$ cat config.mk
export PLATFORM = sky130hd
export DESIGN_NAME = regfile_32x32
export DESIGN_NICKNAME = d
export VERILOG_FILES = /design/src/rtl/regfile_32x32_pkg.sv /design/src/rtl/dffe32.sv /design/src/rtl/regfile_32x32.sv
export SDC_FILE = /design/constraint.sdc
export NUM_CORES = 2
export LEC_CHECK = 0
export ABC_AREA = 1
export CORE_UTILIZATION = 30
export DETAILED_ROUTE_END_ITERATION = 6
export GPL_ROUTABILITY_DRIVEN = 0
export HOLD_SLACK_MARGIN = 0.12
export MAX_ROUTING_LAYER = met4
export SYNTH_ARGS = -nofsm -noshare
export SYNTH_HDL_FRONTEND = slang
export SYNTH_SLANG_ARGS = --single-unit
$ cat constraint.sdc
create_clock -name Clk -period 1.5 [get_ports Clk]
set_clock_uncertainty 0.15 [all_clocks]
set_input_delay 0.15 -clock Clk [delete_from_list [all_inputs] [get_ports Clk]]
set_output_delay 0.15 -clock Clk [all_outputs]
set_load 0.01 [all_outputs]
$ cat src/rtl/regfile_32x32_pkg.sv
// ----------------------------------------------------------------------------
// regfile_32x32_pkg
// Shared CPU datapath constants. The operand muxes, ALU and decoder use the
// same values, so they are defined once here.
//   REG_W     register width in bits
//   REG_AW    register index width
//   REG_DEPTH number of architectural registers (2**REG_AW)
//   REG_ZERO  index of the hard-wired zero register
// ----------------------------------------------------------------------------
package regfile_32x32_pkg;

    localparam int             REG_W     = 32;
    localparam int             REG_AW    = 5;
    localparam int             REG_DEPTH = 1 << REG_AW;
    localparam logic [REG_AW-1:0] REG_ZERO = 5'd0;

    typedef logic [REG_W-1:0]  reg_word_t;
    typedef logic [REG_AW-1:0] reg_idx_t;

endpackage

$ cat src/rtl/dffe32.sv
// ----------------------------------------------------------------------------
// dffe32
// W-bit D flip-flop with load enable and asynchronous active-low clear.
// One instance holds one architectural register of the register file.
// Ports:
//   Clk   rising-edge clock
//   Clrn  asynchronous active-low clear (Q -> 0 immediately)
//   En    load enable, sampled on rising Clk
//   D     load data
//   Q     stored value
// ----------------------------------------------------------------------------
module dffe32
    import regfile_32x32_pkg::*;
#(
    parameter int W = REG_W
) (
    input  logic         Clk,
    input  logic         Clrn,
    input  logic         En,
    input  logic [W-1:0] D,
    output logic [W-1:0] Q
);

    logic [W-1:0] r_q;

    always_ff @(posedge Clk or negedge Clrn) begin
        if (!Clrn) begin
            r_q <= '0;
        end else if (En) begin
            r_q <= D;
        end
    end

    assign Q = r_q;

endmodule

$ cat src/rtl/regfile_32x32.sv
// ----------------------------------------------------------------------------
// regfile_32x32
// General-purpose register file for the CPU datapath: two combinational read
// ports, one synchronous write port, register 0 hard-wired to zero.
// Ports:
//   Clk   rising-edge clock
//   Clrn  asynchronous active-low reset, clears all registers
//   Ra    read port A index            Qa  read data A (combinational)
//   Rb    read port B index            Qb  read data B (combinational)
//   We    write enable                 Wn  write index
//   D     write data
// Parameters:
//   DATA_W register width, ADDR_W index width,
//   BYPASS 1: a write in flight is forwarded to matching reads in the same
//          cycle; 0: reads return the stored value only.
// ----------------------------------------------------------------------------
module regfile_32x32
    import regfile_32x32_pkg::*;
#(
    parameter int DATA_W = REG_W,
    parameter int ADDR_W = REG_AW,
    parameter int BYPASS = 1
) (
    input  logic              Clk,
    input  logic              Clrn,
    input  logic [ADDR_W-1:0] Ra,
    input  logic [ADDR_W-1:0] Rb,
    input  logic              We,
    input  logic [ADDR_W-1:0] Wn,
    input  logic [DATA_W-1:0] D,
    output logic [DATA_W-1:0] Qa,
    output logic [DATA_W-1:0] Qb
);

    localparam int DEPTH = 1 << ADDR_W;
    localparam logic [ADDR_W-1:0] IDX_ZERO = ADDR_W'(REG_ZERO);

    // Decoded write enables; index 0 has no storage, so no enable bit exists.
    logic [DEPTH-1:1]  w_wen;
    logic [DATA_W-1:0] w_q [DEPTH];
    logic              w_wr_valid;
    logic              w_byp_a;
    logic              w_byp_b;
    logic [DATA_W-1:0] w_rd_a;
    logic [DATA_W-1:0] w_rd_b;

    always_comb begin
        w_wen = '0;
        for (int i = 1; i < DEPTH; i++) begin
            if (We && (Wn == ADDR_W'(i))) begin
                w_wen[i] = 1'b1;
            end
        end
    end

    assign w_q[0] = '0;

    for (genvar g = 1; g < DEPTH; g++) begin : g_reg
        dffe32 #(
            .W (DATA_W)
        ) u_reg (
            .Clk  (Clk),
            .Clrn (Clrn),
            .En   (w_wen[g]),
            .D    (D),
            .Q    (w_q[g])
        );
    end

    // Stored-value read; index 0 is forced to zero rather than relying on
    // the constant entry so the zero register never depends on the mux.
    assign w_rd_a = (Ra == IDX_ZERO) ? '0 : w_q[Ra];
    assign w_rd_b = (Rb == IDX_ZERO) ? '0 : w_q[Rb];

    // Forwarding is gated by Clrn so both ports read zero throughout reset,
    // even with a write request pending.
    assign w_wr_valid = (BYPASS != 0) && Clrn && We && (Wn != IDX_ZERO);
    assign w_byp_a    = w_wr_valid && (Wn == Ra);
    assign w_byp_b    = w_wr_valid && (Wn == Rb);

    assign Qa = w_byp_a ? D : w_rd_a;
    assign Qb = w_byp_b ? D : w_rd_b;

endmodule

==> impl_metrics.py <==
metrics = {
    "status": {
        "status": "finished with violations",
        "violations": "DRC, setup timing",
    },
    "yosys": {
        "yosys.area.top_type": "dfrtp_1",
        "netlist_area_um2": 58200,
        "synthTopCellsByArea": "dfrtp_1 (43%), nand2_1 (21%), nand3_1 (10%)",
        "syn_avg_cell_area_um2": 6.60,
        "ys_ff_latch": 992,
        "synthDominantCellAreaShare_pct": 42.7,
        "ys_warn_count": 0,
        "yosysSeqAreaShare_pct": 42.7,
        "ys_types": 29,
        "syn_nets": 8866,
        "synth_cells": 8816,
    },
    "power": {
        "p_leak_nw": 37.8,
        "ir_worst_vdd_mv": 0.915,
        "p_total_w": 0.0876,
        "p_per_area_nw_per_um2": 1140,
    },
    "setup_path": {
        "cp_top_family": "simple AND/OR/NAND/NOR gates",
        "cp.required_ns": 1.20,
        "cp_num_buf_inv": 3,
        "arrival_ns": 2.15,
        "critPathKind": "register to primary output",
        "worstSetupStartpointType": "register",
        "path_cells": "inv_2 -> nand2_1 -> nand3_1 -> nand2_1 -> nand2_1 -> nand2_1 -> nor2_1 -> nand2_1 -> buf_12 -> nand3_4 -> nand2_2 -> buf_6",
        "worst-path-max-fanout": 2,
        "ff2ff_setup_slack_ns": 0.35,
        "crit_path_end_kind": "primary output",
        "slowest_stage": "dfrtp_1",
        "cp_slowest_stage_delay_ns": 0.40,
        "crit_top_cell": "nand2_1",
    },
    "floorplanning": {
        "die_w_um": 442,
        "dieHeight_um": 442,
        "num_io_pins": 114,
        "die_area_um2": 196000,
        "coreArea_um2": 193000,
        "row_count": 161,
        "start_util_pct": 30.2,
    },
    "clock_tree": {
        "cts_max_level": 3,
        "path_clk_slew_ns": 0.06,
        "cts_buffers": 108,
        "cts.path.max_buffers": 3,
        "ctsHoldBuffers": 7,
        "cts_tree": "yes",
        "cts_sinks": 992,
        "clockRootBuffer": "clkbuf_16",
        "clk_latency_ns": 0.76,
    },
    "cells_and_area": {
        "final_common_cell": "nand2_1",
        "fin_nets": 9282,
        "fin_cells": 11800,
        "fillCellCount": 19500,
        "mostFrequentLayoutCells": "nand2_1 (3,085), dfrtp_1 (992), o21ai_0 (982), nand3_1 (882), inv_1 (720)",
        "layout-drive-gt1-share_pct": 20.0,
        "largest_reg_flops": 992,
        "syn2layout_area_growth_pct": 31.7,
        "antenna_cells": 0,
        "utilization_pct": 39.8,
    },
    "timing": {
        "rsz0062_at_grt": "true",
        "slew_viol_final": 0,
        "relSlewSlack_pct": 40.3,
        "fin_crit_ns": 2.45,
        "finalCritPeriodShare_pct": 163,
        "fin_ws_ns": -0.948,
        "report.final.hold_viol_count": 0,
        "setup-violations-final": 64,
        "whs_ns": 0.114,
        "fmax_mhz": 409,
        "tightest_slew_ns": 0.896,
    },
    "route": {
        "postRouteAntennaNets": 0,
        "wl_per_cell_um": 21.5,
        "first_iter_violations": 7200,
        "routed_wl_mm": 254,
        "drc": 4,
        "vias": 62400,
        "viasPerCell": 5.27,
        "drt_pass1_iterations": 7,
    },
    "place": {
        "hpwl_mm": 165,
        "dp_cells": 11500,
        "port-buffer-count": 113,
    },
    "min_path": {
        "hold_path_class": "input port to register",
    },
    "global_route": {
        "grt_max_degree": 171,
        "antenna_found_initial": 0,
        "track_usage_pct": 26.0,
        "grt_pass1_vias": 58900,
        "overflow": 0,
        "grt_first_pass_wirelength_mm": 378,
    },
    "job": {
        "maxCapViolations": 0,
    },
}
stage by stage:
step / area [um2] / TNS (ns) / setup slack, ns
after floorplan: 58600 / -0.0280 / -0.00447
after global placement: 69300 / -784.99 / -1.67
after detailed placement: 69300 / -789.56 / -1.65
after CTS: 75000 / -84.10 / -1.01
after global routing: 76700 / -58.44 / -1.06
final: 76700 / -53.47 / -0.948
report_power, final:
part	total, W	internal (W)	switching, W
sequential	0.0349	0.0317	0.00318
combinational	0.0228	0.00946	0.0133
clock	0.0299	0.0175	0.0123
total	0.0876	0.0587	0.0289
layout make-up:
| class | instances | area (um2) | area share [%] |
|---|---|---|---|
| clock inverters | 53 | 841 | 1.10 |
| repair buffers | 1001 | 11600 | 15.1 |
| inverters | 868 | 3290 | 4.30 |
| flip-flops and latches | 992 | 24800 | 32.4 |
| multi-input cells | 6261 | 29800 | 38.9 |
| clock buffers | 148 | 3110 | 4.06 |
| well taps | 2526 | 3160 | 4.12 |
per-layer routing:
metal  part of all wire [%]  track usage, %  wire length, um  vias to the layer above
li1                       -               -                -                    28600
met1                     39            31.9            98600                    29500
met2                     44            39.8           113000                     3373
met3                    9.5            4.28            24100                      919
met4                    7.5            16.7            19100                        0
met5                      0               -                0                        -
timing repair:
item,CTS,global route
pin swaps,248,283
hold endpoints to repair,1000,3
setup buffers,36,66
gates cloned,0,4
setup endpoints to repair,67,636
resized for setup,702,387
worst paths after layout:
check	start	to	cells after the start
max in group asynchronous	Clrn	g_reg[16].u_reg.Q[21]	5
hold reg to reg	g_reg[3].u_reg.Q[17]	g_reg[3].u_reg.Q[17]	2
setup reg to reg	g_reg[21].u_reg.Q[11]	g_reg[21].u_reg.Q[11]	5
setup / recovery	g_reg[22].u_reg.Q[27]	Qb[27]	12
min in group asynchronous	Clrn	g_reg[13].u_reg.Q[16]	5
hold / removal	Wn[0]	g_reg[12].u_reg.Q[18]	6
tightest hold or removal path: stages:
cell            delay, ns
dlymetal6s2s_1       0.13
nor2_2               0.06
buf_4                0.17
nand3_4              0.20
buf_12               0.19
o21ai_0              0.08
Yosys cell counts:
cell	instances
a21oi_1	76
a21oi_2	1
a21oi_4	1
buf_1	53
buf_2	209
buf_4	49
buf_6	5
clkbuf_1	379
clkinv_1	1
dfrtp_1	992
inv_1	858
inv_2	8
inv_4	1
nand2_1	3233
nand2_2	21
nand3_1	1195
nand3_2	4
nand3b_1	1
nand4_1	21
nor2_1	521
nor2_2	3
nor2_4	3
nor3_1	2
nor3_2	2
o211ai_1	96
o21ai_0	1042
o21ai_1	29
or2_2	5
xnor2_1	5
logic make-up after synthesis:
kind of cell / count (synthesis) / share of synthesized area [%]
buffers and inverters: 1563 / 10.9
AND/OR/NAND/NOR: 5011 / 35.2
AO/OA/AOI/OAI: 1245 / 11.1
flip-flops: 992 / 42.7
XOR/XNOR: 5 / 0.0752
No activity file was read; power rests on OpenSTA's default activity.
